--- src/rtl/lsu_mem_initiator.sv ---
// Load/store initiator: turns one core request into a single word-aligned memory access.
// Optional build macro LSU_PERF_CNT_EN adds load/store/error response counters.
module lsu_mem_initiator #(
  parameter int READ_LATENCY = 1
) (
  input  logic        clk,
  input  logic        rst_n,
  input  logic        req_valid,
  output logic        req_ready,
  input  logic        req_wen,
  input  logic [31:0] req_addr,
  input  logic [31:0] req_wdata,
  input  logic [1:0]  req_size,
  input  logic        req_signed,
  output logic        resp_valid,
  input  logic        resp_ready,
  output logic [31:0] resp_rdata,
  output logic        resp_err,
  output logic        mem_valid,
  output logic        mem_wen,
  output logic [31:0] mem_raddr,
  output logic [31:0] mem_waddr,
  output logic [31:0] mem_wdata,
  output logic [7:0]  mem_wmask,
`ifdef LSU_PERF_CNT_EN
  output logic [31:0] perf_load_cnt,
  output logic [31:0] perf_store_cnt,
  output logic [31:0] perf_err_cnt,
`endif
  input  logic [31:0] mem_rdata
);

  localparam logic [1:0] IDLE   = 2'd0;
  localparam logic [1:0] ACCESS = 2'd1;
  localparam logic [1:0] RESP   = 2'd2;
  localparam logic [3:0] LAT_INIT = 4'(READ_LATENCY - 1);

  logic [1:0]  state_reg;
  logic        wen_reg;
  logic [1:0]  off_reg;
  logic [1:0]  size_reg;
  logic        signed_reg;
  logic [3:0]  cnt_reg;
  logic        resp_err_reg;
  logic [31:0] resp_rdata_reg;
  logic        mem_valid_reg;
  logic        mem_wen_reg;
  logic [31:0] mem_addr_reg;
  logic [31:0] mem_wdata_reg;
  logic [7:0]  mem_wmask_reg;

  logic        misaligned;
  logic [31:0] store_wdata;
  logic [7:0]  store_mask;
  logic [31:0] shifted;
  logic [31:0] load_data;

  assign misaligned = (req_size == 2'd3) ||
                      (req_size == 2'd1 && req_addr[0]) ||
                      (req_size == 2'd2 && req_addr[1:0] != 2'd0);

  assign store_wdata = req_wdata << {req_addr[1:0], 3'b000};

  // One enable per byte lane; the upper half of the mask is never used.
  generate
    for (genvar gi = 0; gi < 4; gi++) begin : g_lane
      assign store_mask[gi] = (req_size == 2'd2) ||
                              (req_size == 2'd1 && req_addr[1] == 1'(gi / 2)) ||
                              (req_size == 2'd0 && req_addr[1:0] == 2'(gi));
    end
    for (genvar gi = 4; gi < 8; gi++) begin : g_lane_hi
      assign store_mask[gi] = 1'b0;
    end
  endgenerate

  always_comb begin
    shifted   = mem_rdata >> {off_reg, 3'b000};
    load_data = shifted;
    case (size_reg)
      2'd0:    load_data = {{24{signed_reg & shifted[7]}}, shifted[7:0]};
      2'd1:    load_data = {{16{signed_reg & shifted[15]}}, shifted[15:0]};
      default: load_data = shifted;
    endcase
  end

  always_ff @(posedge clk or negedge rst_n) begin
    if (!rst_n) begin
      state_reg      <= IDLE;
      wen_reg        <= 1'b0;
      off_reg        <= 2'd0;
      size_reg       <= 2'd0;
      signed_reg     <= 1'b0;
      cnt_reg        <= 4'd0;
      resp_err_reg   <= 1'b0;
      resp_rdata_reg <= 32'd0;
      mem_valid_reg  <= 1'b0;
      mem_wen_reg    <= 1'b0;
      mem_addr_reg   <= 32'd0;
      mem_wdata_reg  <= 32'd0;
      mem_wmask_reg  <= 8'd0;
    end else begin
      case (state_reg)
        IDLE: begin
          if (req_valid) begin
            wen_reg    <= req_wen;
            off_reg    <= req_addr[1:0];
            size_reg   <= req_size;
            signed_reg <= req_signed;
            if (misaligned) begin
              resp_err_reg   <= 1'b1;
              resp_rdata_reg <= 32'd0;
              state_reg      <= RESP;
            end else begin
              // mem_* are loaded here so they are registered for the whole access.
              state_reg     <= ACCESS;
              cnt_reg       <= LAT_INIT;
              mem_valid_reg <= 1'b1;
              mem_wen_reg   <= req_wen;
              mem_addr_reg  <= {req_addr[31:2], 2'b00};
              mem_wdata_reg <= req_wen ? store_wdata : 32'd0;
              mem_wmask_reg <= req_wen ? store_mask : 8'd0;
            end
          end
        end
        ACCESS: begin
          if (wen_reg || cnt_reg == 4'd0) begin
            mem_valid_reg  <= 1'b0;
            mem_wen_reg    <= 1'b0;
            mem_addr_reg   <= 32'd0;
            mem_wdata_reg  <= 32'd0;
            mem_wmask_reg  <= 8'd0;
            resp_err_reg   <= 1'b0;
            resp_rdata_reg <= wen_reg ? 32'd0 : load_data;
            state_reg      <= RESP;
          end else begin
            cnt_reg <= cnt_reg - 4'd1;
          end
        end
        RESP: begin
          if (resp_ready) begin
            resp_err_reg <= 1'b0;
            state_reg    <= IDLE;
          end
        end
        default: state_reg <= IDLE;
      endcase
    end
  end

`ifdef LSU_PERF_CNT_EN
  logic [31:0] perf_load_reg;
  logic [31:0] perf_store_reg;
  logic [31:0] perf_err_reg;

  always_ff @(posedge clk or negedge rst_n) begin
    if (!rst_n) begin
      perf_load_reg  <= 32'd0;
      perf_store_reg <= 32'd0;
      perf_err_reg   <= 32'd0;
    end else if (state_reg == RESP && resp_ready) begin
      if (resp_err_reg)  perf_err_reg   <= perf_err_reg + 32'd1;
      else if (wen_reg)  perf_store_reg <= perf_store_reg + 32'd1;
      else               perf_load_reg  <= perf_load_reg + 32'd1;
    end
  end

  assign perf_load_cnt  = perf_load_reg;
  assign perf_store_cnt = perf_store_reg;
  assign perf_err_cnt   = perf_err_reg;
`endif

  assign req_ready  = (state_reg == IDLE);
  assign resp_valid = (state_reg == RESP);
  assign resp_err   = resp_err_reg;
  assign resp_rdata = resp_rdata_reg;
  assign mem_valid  = mem_valid_reg;
  assign mem_wen    = mem_wen_reg;
  assign mem_raddr  = mem_addr_reg;
  assign mem_waddr  = mem_addr_reg;
  assign mem_wdata  = mem_wdata_reg;
  assign mem_wmask  = mem_wmask_reg;

endmodule
--- config.mk ---
export PLATFORM = sky130hd
export DESIGN_NAME = lsu_mem_initiator
export DESIGN_NICKNAME = d
export VERILOG_FILES = /design/src/rtl/lsu_mem_initiator.sv
export SDC_FILE = /design/constraint.sdc
export NUM_CORES = 1
export LEC_CHECK = 0
export BUFFER_PORTS_ARGS = -buffer_cell sky130_fd_sc_hd__buf_2
export CAP_MARGIN = 10
export CORE_UTILIZATION = 45
export DETAILED_ROUTE_END_ITERATION = 8
export PLACE_DENSITY = 0.73
export SETUP_SLACK_MARGIN = 0.4
export SLEW_MARGIN = 20
export SYNTH_ARGS = -nofsm -noshare
export SYNTH_HDL_FRONTEND = slang
export SYNTH_SLANG_ARGS = --single-unit
--- constraint.sdc ---
create_clock -name clk -period 3.22 [get_ports clk]
set_input_delay 0.644 -clock clk [delete_from_list [all_inputs] [get_ports clk]]
set_output_delay 0.644 -clock clk [all_outputs]
set_load 0.01 [all_outputs]
Word level (Yosys, flattened, before mapping)

Cells that the tools add are included.

Word-level logic and storage cells: 104
Bits in registers: 119
Output and inout bits: 141
Input port bits: 104

Add/sub/neg operators: 1
Reduce and logical (&&, ||, !) cells: 31
Eq/ne operators: 15
Muxes and demuxes: 39
Shift operators: 2
Bitwise logic cells: 3

Operators with widths:

| operator                                                                 | count |
|---|---|
| 32-bit two-way mux                                                       | 10 |
| 32-bit one-hot mux with 2 select lines                                   | 4 |
| 32-bit by 5-bit << shifter with 32-bit output                            | 1 |
| 32-bit by 5-bit >> shifter with 32-bit output                            | 1 |
| 8-bit two-way mux                                                        | 3 |
| 4-bit two-way mux                                                        | 4 |
| 8-bit one-hot mux with 2 select lines                                    | 1 |
| 4-bit AND reduction                                                      | 3 |
| 2-bit equality test (second input constant)                              | 5 |
| 1-bit logical OR                                                         | 9 |
| 2-bit by 1-bit equality test with 1-bit output (second input constant)   | 4 |
| 1-bit logical AND                                                        | 8 |
| 2-bit zero test                                                          | 4 |
| 1-bit two-way mux                                                        | 8 |
| 2-bit two-way mux                                                        | 4 |
| 2-bit inequality test (second input constant)                            | 4 |
| 4-bit one-hot mux with 2 select lines                                    | 1 |
| 2-bit one-hot mux with 3 select lines                                    | 1 |
| 5-bit AND reduction                                                      | 1 |
| 4-bit zero test                                                          | 1 |
| 2-bit by 1-bit inequality test with 1-bit output (second input constant) | 2 |
| 1-bit one-hot mux with 2 select lines                                    | 2 |
| 2-bit nonzero test                                                       | 2 |
| 4-bit by 1-bit subtractor with 4-bit output (second input constant)      | 1 |
| other kinds (6)                                                          | 7 |

Logic depth before layout (Yosys ltp)

Gate-level depths: netlist (run 1).

Depth in word-level cells: 8
Depth in mapped cells: 10
Gate-level depth less buffers: 6

Worst setup path before layout (run 1)

No wires, ideal clock.

Path kind: in2reg
Start: in req_size[0]
End: reg mem_addr_reg[10] (netlist: mem_raddr[10])
Path buffers: 4
Setup time: 118 ps
Required time: 3,102 ps
Cell stages on the path: 8
Path slack: 1,149 ps
Arrival: 1,953 ps
Cell sequence: buf_4 > o21ai_0 > a211oi_4 > or2_1 > buf_2 > buf_6 > buf_6 > a21o_1

Word-level cells in the longest chain between the ends: 6
Elaborated cells on any way between the ends: 9
Those cells by class: eq/ne: 4; reduce/logical: 5

Ends and longest elaborated chain:

| element                                        | RTL line | source |
|---|---|---|
| from (decl)                                    | 13       | `input logic [1:0] req_size,` |
| 2-bit by 1-bit equality test with 1-bit output | 59       | `(req_size == 2'd1 && req_addr[0]) \|\|` |
| 1-bit logical AND                              | 59       |  |
| 1-bit logical OR                               | 58       | `assign misaligned = (req_size == 2'd3) \|\|` |
| 1-bit logical OR (*)                           | 59       |  |
| 2-bit inequality test (no source line) (*)     | n/a      |  |
| 4-bit AND reduction (no source line) (*)       | n/a      |  |
| to (signal assigned)                           | 119      | `mem_addr_reg <= {req_addr[31:2], 2'b00};` |
| to (decl)                                      | 48       | `logic [31:0] mem_addr_reg;` |

Every way passes the cells marked *; elsewhere a longest branch is shown, timed or not.
A chain may end at the register's enable or synchronous reset.

Worst setup path in the final report (run 1)

Start: reg state_reg[1]
End: reg mem_wdata_reg[4] (netlist: mem_wdata[4])

Word-level cells in the longest chain between the ends: 3
Elaborated cells on any way between the ends: 8
Those cells by class: eq/ne: 4; mux: 1; reduce/logical: 3

Ends and longest elaborated chain:

| element                                                                           | RTL line | source |
|---|---|---|
| from (decl)                                                                       | 38       | `logic [1:0] state_reg;` |
| from (signal assigned)                                                            | 88       | `state_reg <= IDLE;` |
| from (signal assigned)                                                            | 112      | `state_reg <= RESP;` |
| from (signal assigned)                                                            | 115      | `state_reg <= ACCESS;` |
| 2-bit by 1-bit equality test with 1-bit output or 2-bit zero test (tied branches) | 102      | `case (state_reg)` |
| 2-bit inequality test (no source line) or 2-bit nonzero test (tied branches)      | n/a      |  |
| 4-bit AND reduction (no source line)                                              | n/a      |  |
| to (signal assigned)                                                              | 120      | `mem_wdata_reg <= req_wen ? store_wdata : 32'd0;` |
| to (decl)                                                                         | 49       | `logic [31:0] mem_wdata_reg;` |

Parallel ways exist; a longest one is shown, timed or not.

==> results of run 1 <==
[synth_stat cells (7+ instances only)]
cell,count
dfrtp_1,113
buf_4,42
mux2i_1,35
a21o_1,33
nor3b_1,32
nand2_1,24
o21ai_0,23
o2bb2ai_1,22
a22o_1,21
a21oi_1,17
a221o_1,17
clkbuf_1,17
nor2_1,15
buf_2,14
mux2_2,13
nor2b_1,13
inv_1,10
a32o_1,9
a211o_1,8
buf_1,8
nand3b_1,8
nand2b_1,7
[layout make-up]
class,count,area [um^2]
clock buffer,21,460
inverter,10,37.5
multi-input combinational,349,2690
timing repair buffer,247,1280
antenna,1,2.50
sequential,113,2830
fill,1119,5150
clock inverter,11,160
tap,172,215
[critical path: stages (launching register included)]
cell and delay, ns:
dfrtp_1 0.40, inv_1 0.12, ha_1 0.44, nand2_2 0.24
or3_1 0.44, a211oi_2 0.66, a22o_1 0.23
[stage by stage]
stage	utilization (%)	hold WS [ns]	total power [uW]
detailed placement	54.9	0.468	5480
global placement	54.9	0.460	5390
finish	59.8	0.245	7430
floorplan	-	0.348	4570
global route	59.8	0.289	7870
CTS	59.8	0.262	7490
[metal layers]
metal	part of all wire, %	vias up
li1	-	2357
met1	42	2479
met2	50	159
met3	6.4	16
met4	1.3	2
met5	0.068	-
[what timing repair did]
item                                    in CTS  in global routing
gates resized for setup                      0                  1
hold buffers                                 0                  0
endpoints found under the setup margin       0                 31
buffers inserted                             0                  0
[worst max path at each step]
| stage | cells after the start | end |
|---|---|---|
| CTS | 7 | mem_valid |
| finish | 6 | mem_wdata[4] |
| global route | 6 | mem_wdata[4] |
| detailed placement | 7 | mem_valid |
| floorplan | 8 | mem_raddr[10] |
| global placement | 7 | mem_valid |
[power by group through the flow]
stage,Clock [uW],Sequential [uW],Combinational (uW)
detailed placement,0,2450,3030
global placement,0,2420,2970
CTS,2000,2440,3040
finish,1970,2440,3020
floorplan,0,2580,1980
global route,2070,2510,3290
[logic make-up after synthesis]
logic type               count (synthesis)  share of synthesized area [%]
AO/OA/AOI/OAI                          166                           21.6
XOR/XNOR                                 1                          0.145
adder cells (fa/ha/maj)                  6                           1.25
buffers and inverters                   94                           9.13
flip-flops                             113                           46.9
multiplexers                            49                           8.61
other                                    1                         0.0622
AND/OR/NAND/NOR                        119                           12.3
==> impl_metrics.csv, run 1 <==
group,metric,value,unit
cells_and_area,syn2layout_area_growth,27.3,%
cts,ctsHtreeMaxLevel,4,
floorplan,die_w,118,um
yosys,synth-edff-count,0,
placed_design,place_ws,0.528,ns
cts,clock_path_buffers,2,
setup_path,path_class,"reg -> reg",
floorplan,die_h,118,um
cells_and_area,layout_common_cells,"235 x buf_2, 113 x dfrtp_1, 35 x mux2i_1, 33 x a21o_1, 32 x nor3b_1",
power,pwr-share-comb,40.6,%
placed_design,dp.cells,891,
power,cellLeakagePower,0.00409,uW
setup_path,regToRegStartpoint,"state_reg[1]",
sta,rsz0062_at_grt,"no",
global_route,antenna_found_initial,3,
setup_path,path_max_fanout,13,
job,max-cap-violations,0,
global_route,busiest_layer,"met2",
floorplan,die_area,13900,um^2
yosys,synth_area_leaders,"dfrtp_1 47%, mux2i_1 5.8%, buf_4 5.2%",
yosys,yosysSeqAreaShare,46.9,%
routing,firstDrtPassIters,4,
sta,setup_viol,0,
cts,numCtsBuffers,17,
placed_design,placed_area,7050,um^2
cells_and_area,final_area,7670,um^2
global_route,use_met1,29.4,%
sta,slew_violations,0,
routing,wl_per_cell,17.6,um
power,power_density,969,nW/um^2
floorplan,rows,41,
cts,cts_root_buf,"clkbuf_16",
setup_path,crit_required,3.56,ns
floorplan,initial_core_util,47.0,%
setup_path,worst_setup_path_end_kind,"flip-flop",
setup_path,crit_arrival,2.94,ns
yosys,ys_ff_latch,113,
power,intPower,4690,uW
yosys,yosys_warnings,0,
power,power_switching,2750,uW
sta,fmax,385,MHz
cells_and_area,final_common_cell,"buf_2",
global_route,track_usage,24.1,%
routing,viasPerCell,5.43,
sta,timing.setup.tns,0,ns
sta,hold_viol,0,
placed_design,dp_hpwl,11.9,mm
sta,setup_slack,0.620,ns
yosys,synth_top_area_share,46.9,%
sta,finClkSkew,0.0104,ns
sta,slew_headroom,43.2,%
floorplan,fp.coreArea,12800,um^2
yosys,async_flop_share,100,%
placed_design,io_buffer_count,236,
placed_design,routabilityCongestion,0.839,
sta,period_share,80.8,%
floorplan,pin_count,245,
setup_path,cp-startpoint,"state_reg[1]",
power,max-vdd-ir-drop,0.000424,V
global_route,overflow,0,
yosys,synthDistinctLibCells,52,
cells_and_area,drive_gt1_share,40.3,%
cells_and_area,stdcell_count,924,
worst_hold_path,hp-class,"in -> async",
global_route,grt_pass1_vias,5116,
setup_path,startpoint_type,"flip-flop",
yosys,syn_avg_cell_area,11.0,um^2
global_route,met3_usage,7.80,%
yosys,syn-cell-area,6030,um^2
power,switching_share,36.9,%
setup_path,rrSetupSlack,0.62,ns
run_status,outcome,"finished clean",
routing,ant_nets,0,
yosys,netlist_instances,549,
power,seq_power_share,32.9,%
cts,clk_latency,0.41,ns
global_route,grt_util_met2,40.1,%
cts,clock_sink_count,113,
cts,clk_pin_slew_worst_paths,0.05,ns
routing,drt-initial-drc-count,248,
yosys,ys.flop_type,"dfrtp_1",
setup_path,r2r_cells,6,
sta,worstMarginPinSlew,0.846,ns
global_route,grt_pass1_wl,26.5,mm
sta,period_needed,2.60,ns
routing,drc_errors,0,
cells_and_area,final_nets,848,
global_route,grt_max_degree,47,
yosys,synth_top_area_cell,"dfrtp_1",
cts,tritoncts,"done",
routing,finalWirelength,16.3,mm
setup_path,r2r_end,"mem_wdata[4]",
power,clkPwrFrac,26.5,%
routing,num_vias,5013,
(Power assumes the default switching activity.)
==> inputs of run 2 (changes only) <==
==> constraint.sdc (replaced) <==
create_clock -name clk -period 2.6 [get_ports clk]
set_input_delay 0.52 -clock clk [delete_from_list [all_inputs] [get_ports clk]]
set_output_delay 0.52 -clock clk [all_outputs]
set_load 0.01 [all_outputs]
==> run 2 against run 1 <==
Core utilization grew 0.26 points; final area grew 0.44%; combinational power grew 28%; critical endpoint is now mem_wmask[1].
==> impl_metrics.csv, run 2 (synthesized netlist as in run 1, its figures left out) <==
group,metric,value,unit
routing,viasPerCell,5.39,
global_route,grt_pass1_vias,5011,
setup_path,path_class,"reg -> reg",
sta,hold_ws,0.157,ns
setup_path,crit_required,2.88,ns
cts,clk_latency,0.41,ns
setup_path,critPathMaxStageDelay,0.37,ns
floorplan,die_h,118,um
cells_and_area,final_area,7710,um^2
cells_and_area,register_area,2830,um^2
setup_path,r2r_cells,8,
sta,finClkSkew,0.0119,ns
routing,wl_per_cell,17.6,um
worst_hold_path,hp-class,"in -> async",
setup_path,cpMostUsedCell,"buf_12",
placed_design,dp_hpwl,11.9,mm
power,cellLeakagePower,0.00409,uW
sta,worstMarginPinSlew,0.706,ns
cells_and_area,multi_input_area,2720,um^2
sta,slew_headroom,52.9,%
cells_and_area,final_nets,853,
placed_design,io_buffer_count,236,
sta,rsz0062_at_grt,"no",
cts,numCtsBuffers,17,
power,power_density,1170,nW/um^2
global_route,track_usage,24.0,%
floorplan,die_w,118,um
routing,num_vias,5000,
sta,hold_viol,0,
cts,clk_pin_slew_worst_paths,0.05,ns
routing,ant_nets,0,
cts,clock_path_buffers,2,
job,max-cap-violations,0,
floorplan,die_area,13900,um^2
floorplan,initial_core_util,47.0,%
setup_path,cp-startpoint,"state_reg[1]",
setup_path,r2r_end,"mem_wmask[1]",
cells_and_area,drive_gt1_share,40.7,%
setup_path,crit_arrival,2.36,ns
routing,drt-initial-drc-count,328,
cts,cts_root_buf,"clkbuf_16",
cells_and_area,layout_common_cells,"235 x buf_2, 113 x dfrtp_1, 35 x mux2i_1, 33 x a21o_1, 32 x nor3b_1",
global_route,grt_pass1_wl,26.3,mm
sta,period_share,80.0,%
power,max-vdd-ir-drop,0.000549,V
setup_path,path_max_fanout,37,
setup_path,rrSetupSlack,0.52,ns
setup_path,crit_path_top_delay_cell,"dfrtp_1",
setup_path,regToRegStartpoint,"state_reg[1]",
floorplan,fp.coreArea,12800,um^2
routing,drc_errors,0,
cts,ctsHtreeMaxLevel,4,
global_route,antenna_found_initial,2,
placed_design,dp.cells,895,
cts,ctsHoldBuffers,0,
cells_and_area,syn2layout_area_growth,27.8,%
placed_design,placed_area,7100,um^2
run_status,outcome,"finished clean",
cells_and_area,final_common_cell,"buf_2",
global_route,grt_max_degree,54,
cells_and_area,stdcell_count,928,
cts,clock_sink_count,113,
global_route,overflow,0,
sta,setup_viol,0,
routing,finalWirelength,16.3,mm
cells_and_area,fin_util,60.1,%
sta,slew_violations,0,
sta,fmax,481,MHz
routing,firstDrtPassIters,4,
cells_and_area,n_fill_cell,1113,
floorplan,rows,41,
setup_path,startpoint_type,"flip-flop",
setup_path,cp_cell_sequence,"inv_1 > ha_4 > buf_12 > nand2b_1 > nor2_1 > or2_2 > buf_12 > a22o_1",
floorplan,pin_count,245,
sta,timing.setup.tns,0,ns
cts,tritoncts,"done",
placed_design,routabilityCongestion,0.864,
setup_path,worst_setup_path_end_kind,"flip-flop",
sta,period_needed,2.08,ns
run 2: changes by cell type in the layout (fill, tap and decap cells not counted), moves of 2 or more:
cell       delta
buf_12        +4
bufinv_16     -3
clkbuf_1      +4
ha_1          -2
ha_4          +2
run 2: worst max-delay path, delay by kind of cell (launching register included):
kind            cells  cell delay (ns)
simple gates        3             0.60
buf+inv             3             0.49
flops               1             0.37
compound gates      1             0.24
fa+ha+maj           1             0.23
run 2: final cells by class:
type	instances	area share (%)
diodes	1	0.0325
clock buffers	25	6.17
clock inverters	6	0.747
inverters	10	0.487
multi-input cells	349	35.3
flip-flops and latches	113	36.7
well taps	172	2.79
repair buffers	252	17.8
run 2: power breakdown:
group / switching [uW] / total (uW) / internal [uW]
Clock: 758 / 2110 / 1350
Sequential: 562 / 3030 / 2470
Combinational: 2070 / 3880 / 1800
Total: 3390 / 9020 / 5620
run 2: how the worst max path moves through the flow:
stage	to
6_report	mem_wmask[1]
2_1_floorplan	mem_raddr[10]
3_3_place_gp	resp_rdata[30]
3_5_place_dp	resp_rdata[31]
4_1_cts	resp_rdata[21]
5_1_grt	mem_wdata[17]
run 2: what timing repair did:
item / in CTS / in global routing
resized for setup: 4 / 6
endpoints found under the setup margin: 101 / 101
endpoints found under the hold margin: 0 / 0
pin swaps: 1 / 0
buffers inserted: 1 / 0
run 2: routing by layer:
| layer | wire (um) | GRT usage, % |
|---|---|---|
| met1 | 6970 | 29.7 |
| met3 | 995 | 7.12 |
| met4 | 358 | 9.70 |
| met2 | 7960 | 39.1 |
| met5 | 14 | 0 |
run 2: through the flow:
step / setup WS [ns] / total power (uW)
floorplan: 0.556 / 5660
global placement: 0.384 / 6770
detailed placement: 0.249 / 6880
CTS: 0.465 / 9050
global route: 0.411 / 9580
finish: 0.520 / 9020
==> inputs of run 3 (changes only) <==
--- a/config.mk
+++ b/config.mk
@@ -7,9 +7,9 @@
 export LEC_CHECK = 0
 export BUFFER_PORTS_ARGS = -buffer_cell sky130_fd_sc_hd__buf_2
 export CAP_MARGIN = 10
-export CORE_UTILIZATION = 45
+export CORE_UTILIZATION = 44
 export DETAILED_ROUTE_END_ITERATION = 8
-export PLACE_DENSITY = 0.73
+export PLACE_DENSITY = 0.75
 export SETUP_SLACK_MARGIN = 0.4
 export SLEW_MARGIN = 20
 export SYNTH_ARGS = -nofsm -noshare
==> constraint.sdc (replaced) <==
create_clock -name clk -period 1.85 [get_ports clk]
set_input_delay 0.37 -clock clk [delete_from_list [all_inputs] [get_ports clk]]
set_output_delay 0.37 -clock clk [all_outputs]
set_load 0.01 [all_outputs]
==> run 3 against run 2 <==
The run now ends with negative setup slack left; global-route usage up 1.4 points; register-to-register slack worse by 0.55 ns; first-iteration DRC count down 13%; via count up 9.3%; clock power up 45%; flip-flop and latch count unchanged; critical path depth unchanged; sequential share of layout area down 3.7 points; clock skew down 0.0033 ns; clock-buffer cell count down 3; largest cell class is now multi-input combinational cells.
==> impl_metrics.csv, run 3 (synthesized netlist as in run 1, its figures left out) <==
group,metric,value,unit
setup_path,r2r_cells,8,
power,power_density,1670,nW/um^2
power,power_switching,5400,uW
routing,firstDrtPassIters,5,
power,clkPwrFrac,21.5,%
floorplan,die_area,14200,um^2
cells_and_area,layout_common_cells,"233 x buf_2, 113 x dfrtp_1, 35 x mux2i_1, 33 x a21o_1, 28 x buf_4",
setup_path,crit_required,2.14,ns
routing,finalWirelength,18.2,mm
setup_path,crit_family,"buffers and inverters",
power,pwr-share-comb,48.7,%
global_route,track_usage,25.4,%
setup_path,cp_num_buf_inv,4,
sta,fmax,531,MHz
run_status,outcome,"complete, but fails checks",
routing,viasPerCell,5.64,
sta,setup_viol,8,
setup_path,rrSetupSlack,-0.03,ns
setup_path,crit_arrival,2.17,ns
cts,clock_path_buffers,2,
cts,cts_root_buf,"clkbuf_16",
sta,period_needed,1.88,ns
floorplan,rows,42,
cts,tritoncts,"done",
cts,numCtsBuffers,17,
placed_design,io_buffer_count,236,
cts,ctsHtreeMaxLevel,4,
setup_path,regToRegStartpoint,"state_reg[1]",
floorplan,die_h,119,um
setup_path,cpMostUsedCell,"buf_12",
setup_path,worst_setup_path_end_kind,"flip-flop",
floorplan,fp.coreArea,13300,um^2
routing,wl_per_cell,18.7,um
global_route,grt_pass1_wl,27.8,mm
global_route,antenna_found_initial,0,
floorplan,pin_count,245,
cells_and_area,n_antenna_cell,0,
sta,slew_headroom,53.6,%
cts,clk_latency,0.42,ns
sta,slew_violations,0,
setup_path,path_max_fanout,19,
sta,setup_slack,-0.0319,ns
global_route,overflow,0,
floorplan,initial_core_util,45.3,%
setup_path,path_class,"reg -> reg",
routing,drc_errors,0,
setup_path,crit_cells,8,
power,switching_share,37.8,%
setup_path,critPathMaxStageDelay,0.38,ns
cts,clock_sink_count,113,
sta,worstMarginPinSlew,0.694,ns
power,seq_power_share,29.8,%
floorplan,die_w,119,um
cts,clk_pin_slew_worst_paths,0.05,ns
power,max-vdd-ir-drop,0.000730,V
cells_and_area,syn2layout_area_growth,42.2,%
cells_and_area,stdcell_count,969,
sta,period_share,102,%
placed_design,routabilityCongestion,0.920,
cells_and_area,drive_gt1_share,49.4,%
routing,drt-initial-drc-count,285,
power,cellLeakagePower,0.00448,uW
cells_and_area,final_nets,891,
cells_and_area,final_common_cell,"buf_2",
placed_design,dp.cells,918,
global_route,grt_pass1_vias,5289,
worst_hold_path,whs_path_depth,2,
global_route,grt_max_degree,65,
worst_hold_path,min_from,"req_signed",
job,max-cap-violations,0,
run_status,violations,"negative setup slack",
worst_hold_path,hp-class,"in -> reg",
routing,num_vias,5463,
setup_path,startpoint_type,"flip-flop",
setup_path,crit_path_top_delay_cell,"dfrtp_1",
sta,finClkSkew,0.00864,ns
sta,rsz0062_at_grt,"yes",
cells_and_area,fin_util,64.5,%
routing,ant_nets,0,
power,intPower,8880,uW
setup_path,cp_cell_sequence,"inv_2 > ha_4 > buf_12 > nor2b_4 > buf_4 > o221ai_2 > buf_12 > a221o_1",
sta,hold_viol,0,
worst_hold_path,min_delay_worst_endpoint,"signed_reg",
placed_design,dp_hpwl,12.1,mm
setup_path,r2r_end,"resp_rdata[21]",
-- run 3: cell types whose count changed in the layout (fill, tap and decap cells not counted), sizes merged --
cell	before	now
buf	252	289
clkbuf	25	22
clkinvlp	1	4
diode	1	0
dlygate4sd3	0	1
-- run 3: area by class of cell --
| type | count | area, um^2 |
|---|---|---|
| fill | 1026 | 4720 |
| multi-input combinational | 349 | 3040 |
| sequential | 113 | 2830 |
| timing repair buffer | 290 | 1890 |
| clock buffer | 22 | 474 |
| tap | 176 | 220 |
| clock inverter | 9 | 83.8 |
| inverter | 10 | 37.5 |
-- run 3: worst register-to-register path, stage by stage, from the launching register on --
cell and delay [ns]:
dfrtp_1 0.38, inv_2 0.08, ha_4 0.18, buf_12 0.14, nor2b_4 0.15, buf_4 0.13, o221ai_2 0.12, buf_12 0.19
a221o_1 0.38
-- run 3: worst max path at each step --
stage | to | slack, ns | start
final | resp_rdata[21] | -0.03 | state_reg[1]
after global routing | mem_wdata[2] | -0.1 | state_reg[0]
after CTS | resp_rdata[16] | 0.02 | state_reg[0]
after detailed placement | resp_rdata[26] | -0.04 | req_addr[0]
after global placement | resp_rdata[22] | 0.01 | req_addr[0]
after floorplan | mem_raddr[10] | -0.04 | cnt_reg[0]
-- run 3: repair_timing --
item                                    in CTS  in global routing
hold buffers                                 1                  0
gates cloned                                 5                  0
resized for setup                           30                 28
endpoints found under the hold margin       21                  0
endpoints found under the setup margin     115                115
setup buffers                                9                  5
pin swaps                                    9                  5
-- run 3: power groups by stage --
stage	registers, uW	logic [uW]	clock network, uW
floorplan	4530	3760	0
global placement	4180	5830	0
detailed placement	4230	5970	0
CTS	4230	6610	3100
global route	4380	7440	3230
finish	4250	6950	3070
-- run 3: layer usage --
metal | vias up | GRT usage [%] | routed length, um
li1 | 2445 | - | -
met1 | 2701 | 30.3 | 7050
met2 | 272 | 41.9 | 9220
met3 | 45 | 7.18 | 1320
met4 | 0 | 12.6 | 572
met5 | - | 0 | 0
-- run 3: through the flow --
stage	worst slack [ns]	area, um^2	power [uW]	TNS [ns]	hold WS [ns]
floorplan	-0.0439	6260	8290	-1.28	0.0744
global placement	0.0141	7470	10000	0	0.296
detailed placement	-0.0402	7470	10200	-0.771	0.301
CTS	0.0204	8380	13900	0	0.186
global route	-0.0996	8570	15000	-4.74	0.203
finish	-0.0319	8570	14300	-0.0988	0.213
